==> src/rtl/mem_arbiter_pkg.sv <==
// Shared state encodings, on/off constants and the fetch word selector for mem_arbiter.
package mem_arbiter_pkg;

    typedef enum logic [1:0] {
        IDLE     = 2'd0,
        I_ACCESS = 2'd1,
        D_ACCESS = 2'd2
    } arbState_t;

    localparam logic       ON        = 1'b1;
    localparam logic       OFF       = 1'b0;
    localparam logic [7:0] ALL_LANES = 8'hFF;
    localparam logic [7:0] NO_LANES  = 8'h00;

    // Instructions are 32-bit; address bit 2 picks the half of the 64-bit bus word.
    function automatic logic [31:0] selectWord(input logic [63:0] busWord, input logic upperHalf);
        return upperHalf ? busWord[63:32] : busWord[31:0];
    endfunction

endpackage

==> src/rtl/mem_arbiter_wait_timer.sv <==
// Counts access cycles without memory ready; flags expiry on the cycle that reaches MAX_WAIT.
module mem_arbiter_wait_timer #(
    parameter int MAX_WAIT = 15
) (
    input  logic iCLK,
    input  logic iRST_N,
    input  logic iClear,
    input  logic iEnable,
    output logic oExpire
);

    localparam logic [7:0] LAST = 8'(MAX_WAIT - 1);

    logic [7:0] count;

    always_ff @(posedge iCLK or negedge iRST_N) begin
        if (!iRST_N)      count <= 8'd0;
        else if (iClear)  count <= 8'd0;
        else if (iEnable) count <= count + 8'd1;
    end

    assign oExpire = iEnable && (count == LAST);

endmodule

==> src/rtl/mem_arbiter.sv <==
// Arbitrates instruction-fetch and data ports onto one memory port, one access in flight,
// with a wait timeout that answers the requester with a bus error.
module mem_arbiter
    import mem_arbiter_pkg::*;
#(
    parameter int DATA_PRIORITY = 1,
    parameter int MAX_WAIT      = 15
) (
    input  logic        iCLK,
    input  logic        iRST_N,
    input  logic        iIReq,
    input  logic [63:0] iIAddress,
    output logic        oIAck,
    output logic [31:0] oIReadData,
    input  logic        iDReq,
    input  logic        iDWrite,
    input  logic [63:0] iDAddress,
    input  logic [63:0] iDWriteData,
    input  logic [7:0]  iDByteEnable,
    output logic        oDAck,
    output logic [63:0] oDReadData,
    output logic        oBusError,
    output logic        oMReadEnable,
    output logic        oMWriteEnable,
    output logic [63:0] oMAddress,
    output logic [63:0] oMWriteData,
    output logic [7:0]  oMByteEnable,
    input  logic [63:0] iMReadData,
    input  logic        iMReady
);

    arbState_t state;
    logic      lastData;
    logic      reqI, reqD, grant, grantD, timerEn, expire;

    // A port being acked this cycle still shows its old request; keep it out of arbitration.
    always_comb begin
        reqI    = iIReq && !oIAck;
        reqD    = iDReq && !oDAck;
        grant   = (state == IDLE) && (reqI || reqD);
        grantD  = reqD;
        if (reqI && reqD) grantD = (DATA_PRIORITY != 0) ? ON : !lastData;
        timerEn = (state != IDLE) && !iMReady;
    end

    mem_arbiter_wait_timer #(.MAX_WAIT(MAX_WAIT)) waitTimer (
        .iCLK    (iCLK),
        .iRST_N  (iRST_N),
        .iClear  (grant),
        .iEnable (timerEn),
        .oExpire (expire)
    );

    always_ff @(posedge iCLK or negedge iRST_N) begin
        if (!iRST_N) begin
            state         <= IDLE;
            lastData      <= ON;
            oIAck         <= OFF;
            oDAck         <= OFF;
            oBusError     <= OFF;
            oIReadData    <= 32'd0;
            oDReadData    <= 64'd0;
            oMReadEnable  <= OFF;
            oMWriteEnable <= OFF;
            oMAddress     <= 64'd0;
            oMWriteData   <= 64'd0;
            oMByteEnable  <= NO_LANES;
        end else begin
            oIAck     <= OFF;
            oDAck     <= OFF;
            oBusError <= OFF;
            case (state)
                IDLE: begin
                    if (grant) begin
                        lastData <= grantD;
                        if (grantD) begin
                            state         <= D_ACCESS;
                            oMAddress     <= iDAddress;
                            oMWriteData   <= iDWriteData;
                            oMReadEnable  <= !iDWrite;
                            oMWriteEnable <= iDWrite;
                            oMByteEnable  <= iDWrite ? iDByteEnable : ALL_LANES;
                        end else begin
                            state         <= I_ACCESS;
                            oMAddress     <= iIAddress;
                            oMWriteData   <= 64'd0;
                            oMReadEnable  <= ON;
                            oMWriteEnable <= OFF;
                            oMByteEnable  <= ALL_LANES;
                        end
                    end
                end
                I_ACCESS, D_ACCESS: begin
                    if (iMReady || expire) begin
                        state         <= IDLE;
                        oMReadEnable  <= OFF;
                        oMWriteEnable <= OFF;
                        oMByteEnable  <= NO_LANES;
                        oBusError     <= !iMReady;
                        if (state == I_ACCESS) begin
                            oIAck      <= ON;
                            oIReadData <= iMReady ? selectWord(iMReadData, oMAddress[2]) : 32'd0;
                        end else begin
                            oDAck <= ON;
                            if (iMReady && !oMWriteEnable) oDReadData <= iMReadData;
                        end
                    end
                end
                default: state <= IDLE;
            endcase
        end
    end

endmodule

==> config.mk <==
export PLATFORM = sky130hd
export DESIGN_NAME = mem_arbiter
export DESIGN_NICKNAME = d
export VERILOG_FILES = /design/src/rtl/mem_arbiter_pkg.sv /design/src/rtl/mem_arbiter_wait_timer.sv /design/src/rtl/mem_arbiter.sv
export SDC_FILE = /design/constraint.sdc
export NUM_CORES = 1
export LEC_CHECK = 0
export CAP_MARGIN = 20
export CORE_AREA = 2 2 196 198
export DETAILED_ROUTE_END_ITERATION = 6
export DIE_AREA = 0 0 198 200
export SLEW_MARGIN = 20
export SYNTH_ARGS = -nofsm -noshare
export SYNTH_HDL_FRONTEND = slang
export SYNTH_SLANG_ARGS = --single-unit
==> constraint.sdc <==
create_clock -name iCLK -period 1.89 [get_ports iCLK]
set_input_delay 0.2835 -clock iCLK [delete_from_list [all_inputs] [get_ports iCLK]]
set_output_delay 0.2835 -clock iCLK [all_outputs]
set_load 0.02 [all_outputs]
Word level (Yosys, flattened, before mapping)
Cells that the tools add are included.
- reduce and logical (&&, ||, !) cells: 24
- add/subtract/negate cells: 1
- bitwise gates (word level): 1
- muxes and demuxes: 31
- equal/unequal tests: 5
- operator list (cell ; number):
    $mux W64 ; 2
    $mux W32 ; 2
    $mux W8 ; 6
    $pmux W8 S2 ; 1
    $mux W1 ; 14
    $add A8 B1 Y8 const B ; 1
    $eq A8 B4 Y1 const B ; 1
    $logic_and A1 B1 Y1 ; 7
    $mux W2 ; 3
    $reduce_and A3 Y1 ; 2
    $reduce_bool A2 Y1 ; 3
    $logic_not A1 Y1 ; 5
    $ne A2 B2 Y1 const B ; 2
    $pmux W1 S2 ; 2
    $pmux W2 S2 ; 1
    $reduce_and A2 Y1 ; 2
    $reduce_and A4 Y1 ; 1
    $eq A2 B1 Y1 const B ; 1
    $eq A2 B2 Y1 const B ; 1
    $logic_not A2 Y1 ; 1
    $logic_or A1 B1 Y1 ; 2
    $reduce_or A2 Y1 ; 1
    $not A1 Y1 ; 1
- word-level logic and storage cells: 74
- register bits after elaboration: 247
- bits of input ports: 270
- output and inout bits: 237

Depth between registers and ports, before layout
- depth after elaboration: 7
- mapped depth: 7
- mapped depth without buffers: 6

Modules after synthesis
Synthesis repeated with hierarchy kept, for this count alone.
- cell total of the unflattened synthesis: 743
- area, all modules: 10630.2 um2
- by module, submodules not included (module ; seq. area each (um2) ; times used ; cells an instance ; area an instance (um2)):
    mem_arbiter ; 5980.7 ; 1 ; 702 ; 10219.8
    mem_arbiter_wait_timer ; 200.2 ; 1 ; 41 ; 410.4

Worst setup path after synthesis
Ideal clock, no wire load.
- path kind: register -> register
- start point: register state[0]
- end point: register oDReadData[0]
- data arrival time: 1718 ps
- cell stages (with the launch flop): 8
- library setup time: 125 ps
- period minus slack after synthesis: 1843 ps
- buffers on the path: 3
- required time: 1765 ps
- path slack: 47 ps
- path through: dfrtp_1 > inv_1 > ha_1 > buf_2 > and4bb_2 > buf_4 > buf_6 > mux2_2
- longest elaborated chain between the ends: 5
- elaborated cells between the ends (all ways): 9
- classes of those cells: eq/ne (2); bitwise (1); reduce/logical (6)
- RTL lines (item ; RTL line ; source):
    from (decl) ; mem_arbiter.sv:32 ; arbState_t state;
    from (signal assigned) ; mem_arbiter.sv:56 ; state <= IDLE;
    from (signal assigned) ; mem_arbiter.sv:77 ; state <= D_ACCESS;
    from (signal assigned) ; mem_arbiter.sv:84 ; state <= I_ACCESS;
    $reduce_bool A2 Y1 ; mem_arbiter.sv:43 ; timerEn = (state != IDLE) && !iMReady;
    $logic_and A1 B1 Y1 ; mem_arbiter.sv:43 ;
    $logic_and A1 B1 Y1 ; mem_arbiter_wait_timer.sv:22 ; assign oExpire = iEnable && (count == LAST);
    $logic_or A1 B1 Y1 ; mem_arbiter.sv:94 ; if (iMReady || expire) begin
    $reduce_and A4 Y1 (no line) * ; -- ;
    to (signal assigned) ; mem_arbiter.sv:105 ; if (iMReady && !oMWriteEnable) oDReadData <= iMReadData;
    to (decl) ; mem_arbiter.sv:21 ; output logic [63:0] oDReadData,
Every way passes the cells marked *; elsewhere a longest branch is shown, timed or not.
A chain may end at the register's enable or synchronous reset.

Final worst setup path
- start point: register oIReadData[18]
- end point: output port oIReadData[18]
- RTL lines (item ; RTL line ; source):
    from (decl) ; mem_arbiter.sv:14 ; output logic [31:0] oIReadData,
    from (signal assigned) ; mem_arbiter.sv:102 ; oIReadData <= iMReady ? selectWord(iMReadData, oMAddress[2]) : 32'd0;
No word-level cell between the ends.

==> results.py <==
metrics = {
    "grt": {
        "track_usage_pct": 17.4,
        "antenna_found_initial": 2,
        "grt_max_degree": 66,
        "grt_pass1_wl_um": 53000,
        "grt_pass1_vias": 8844,
        "overflow": 0,
    },
    "sta": {
        "slew_headroom_pct": 56.9,
        "fin_worst_skew_ns": 0.0191,
        "fin_tns_setup_ns": 0,
        "max_slew.worst_pin.slew_ns": 0.644,
        "finalCriticalPeriod_ns": 1.84,
        "setup_viol": 0,
        "hold_viol_final": 0,
        "timing.fmax_ghz": 0.545,
        "maxSlewViolCount": 0,
        "finalCritPeriodShare_pct": 97.1,
        "rsz0062_at_grt": "false",
    },
    "yosys": {
        "yosysUniqueCellTypes": 42,
        "synth_fp_nets": 1116,
        "ys.warnings.count": 0,
        "netlist_instances": 842,
        "seq_area_frac_synth_pct": 60.4,
        "synth_area_leader_cell": "dfrtp_1",
        "avgSynthCellArea_um2": 12.1,
        "syn_area_mm2": 0.0102,
        "synth_area_leaders": "dfrtp_1 60%, mux2_2 7.0%, a22o_1 6.3%",
        "synth.top_cell.area_share_pct": 60.4,
        "ys_ff_latch": 247,
    },
    "worst_setup_path": {
        "critical-path-top-delay-family": "buffers and inverters",
        "path_cells": "clkdlybuf4s50_1",
        "crit_path_start_kind": "flip-flop",
        "cp_slowest_stage_delay_ns": 0.64,
        "reg2reg_depth": 6,
        "cp_slowest_cell": "clkdlybuf4s50_1",
        "crit_start": "oIReadData[18]$_DFFE_PN0P_",
        "cp-end-kind": "primary output",
        "cp_max_fo": 2,
        "worstPathRequired_ns": 1.61,
        "regToRegStartpoint": "state[1]$_DFFE_PN0P_",
        "worst-r2r-setup-slack_ns": 0.06,
        "cp.arrival_ns": 1.55,
        "critPathKind": "flip-flop to primary output",
        "crit_buf_inv": 1,
        "path_depth": 1,
    },
    "cells_and_area": {
        "syn2layout_area_growth_pct": 69.9,
        "instances_no_fill": 1898,
        "nFillCells": 3461,
        "layout_commonest_cell": "clkdlybuf4s50_1",
        "final_area_mm2": 0.0174,
        "final_cell_mix": "448 x clkdlybuf4s50_1, 246 x dfrtp_1, 136 x nand2_1",
        "drive_gt1_share_pct": 13.9,
        "layout.nets": 1636,
    },
    "clocking": {
        "cts-buffers-inserted": 30,
        "cts_sinks": 247,
        "htree_levels": 1,
        "cts_tree": "yes",
        "clk_pin_slew_ns": 0.06,
        "cts_root_buffer": "clkbuf_16",
        "clock_path_buffers": 3,
        "clk_latency_ns": 0.56,
    },
    "detailed_routing": {
        "ant_nets": 0,
        "drt_drc_violations_left": 0,
        "wl_um": 36000,
        "drt_first_pass_iters": 4,
        "vias": 8696,
        "wire_per_inst_um": 19.0,
        "drt-initial-drc-count": 305,
        "via_per_inst": 4.58,
    },
    "die": {
        "floorplan.rows": 71,
        "die_y_um": 200,
        "die-area_mm2": 0.0396,
        "boundaryPins": 507,
        "die_x_um": 198,
        "design.core.area_mm2": 0.0374,
        "start_util_pct": 27.3,
    },
    "placement": {
        "io_buffers": 506,
        "globalplace.congestion": 0.876,
        "place_area_mm2": 0.0162,
        "dp_hpwl_um": 26900,
        "dpl.cell_count": 1839,
    },
    "pwr": {
        "vdd_drop_max_uv": 687,
        "p_leak_nw": 7.71,
        "power_density_mw_per_mm2": 1770,
    },
    "flow_run": {
        "cap_violations": 0,
    },
    "worst_hold_path": {
        "hp-class": "primary input to asynchronous set/reset pin",
    },
    "outcome": {
        "status": "finished, final reports clean",
    },
}
[layout make-up]
class                      instances  area, um2  area share, %
sequential                       247       6180           35.6
tap                              511        639           3.68
multi-input combinational        529       3720           21.4
clock buffer                      38        852           4.90
antenna                            1       2.50         0.0144
clock inverter                    18        236           1.36
inverter                           4       15.0         0.0864
timing repair buffer             550       5730           33.0
[cells by family after synthesis]
group,Yosys count,share of synthesized area (%)
adders and majority gates,4,0.489
buffers and inverters,66,3.49
xor gates and xnor gates,6,0.514
and+or+nand+nor,237,9.95
AOI/OAI and AO/OA,186,15.0
DFF,247,60.4
muxes,96,10.2
[report_power, final]
part	total [W]	switching, W	internal (W)
Sequential	0.00914	0.00139	0.00775
Clock	0.00626	0.00238	0.00388
Combinational	0.0154	0.00775	0.00760
Total	0.0307	0.0115	0.0192
[synthesized netlist by cell type (all sizes together)]
cell type	instances
dfrtp	247
nand2	136
a22o	73
nor2	70
a31oi	66
mux2	64
buf	44
o2bb2ai	34
mux2i	32
clkbuf	18
or2	8
nor2b	5
o21ai	5
xor2	5
a21oi	4
ha	4
inv	4
nand2b	3
and3	2
and4bb	2
nand3	2
nand4	2
a21boi	1
a31o	1
and2	1
and2b	1
and4	1
nand3b	1
nand4b	1
nor3b	1
nor4	1
o211ai	1
o31ai	1
xnor2	1
[what timing repair did]
action / CTS / global route
hold endpoints to repair: 47 / 0
buffers inserted: 0 / 1
gates resized for setup: 26 / 33
hold buffers: 1 / 0
endpoints found under the setup margin: 26 / 38
[registers in the layout, summed over array words and instances (netlist names)]
signal and cells:
oDReadData 64, oMAddress 64, oMWriteData 64, oIReadData 32
oMByteEnable 8, waitTimer.count 8, state 2, oBusError 1
oDAck 1, oIAck 1, oMReadEnable 1, oMWriteEnable 1
[worst paths after layout]
check	to
max	oIReadData[18]
min	oDReadData[37]$_DFFE_PN0P_
max reg2reg	oDReadData[37]$_DFFE_PN0P_
min reg2reg	oIReadData[25]$_DFFE_PN0P_
max in group asynchronous	oDReadData[0]$_DFFE_PN0P_
min in group iCLK	oMAddress[31]$_DFFE_PN0P_
[through the flow]
step / hold slack [ns] / utilization (%) / setup WS, ns / power (W)
after floorplan: -0.0121 / - / 0.0474 / 0.0171
after global placement: 0.268 / 43.3 / -0.0477 / 0.0247
after detailed placement: 0.270 / 43.3 / -0.106 / 0.0249
after CTS: 0.243 / 46.2 / 0.00102 / 0.0312
after global routing: 0.253 / 46.5 / 0.000977 / 0.0324
final: 0.278 / 46.5 / 0.0539 / 0.0307
[routing by layer]
metal  GRT usage (%)  share of wire (%)
met1            19.9                 39
met2            30.7                 50
met3            5.61                8.6
met4            5.90                3.0
met5               0              0.078
(Power assumes the default switching activity.)
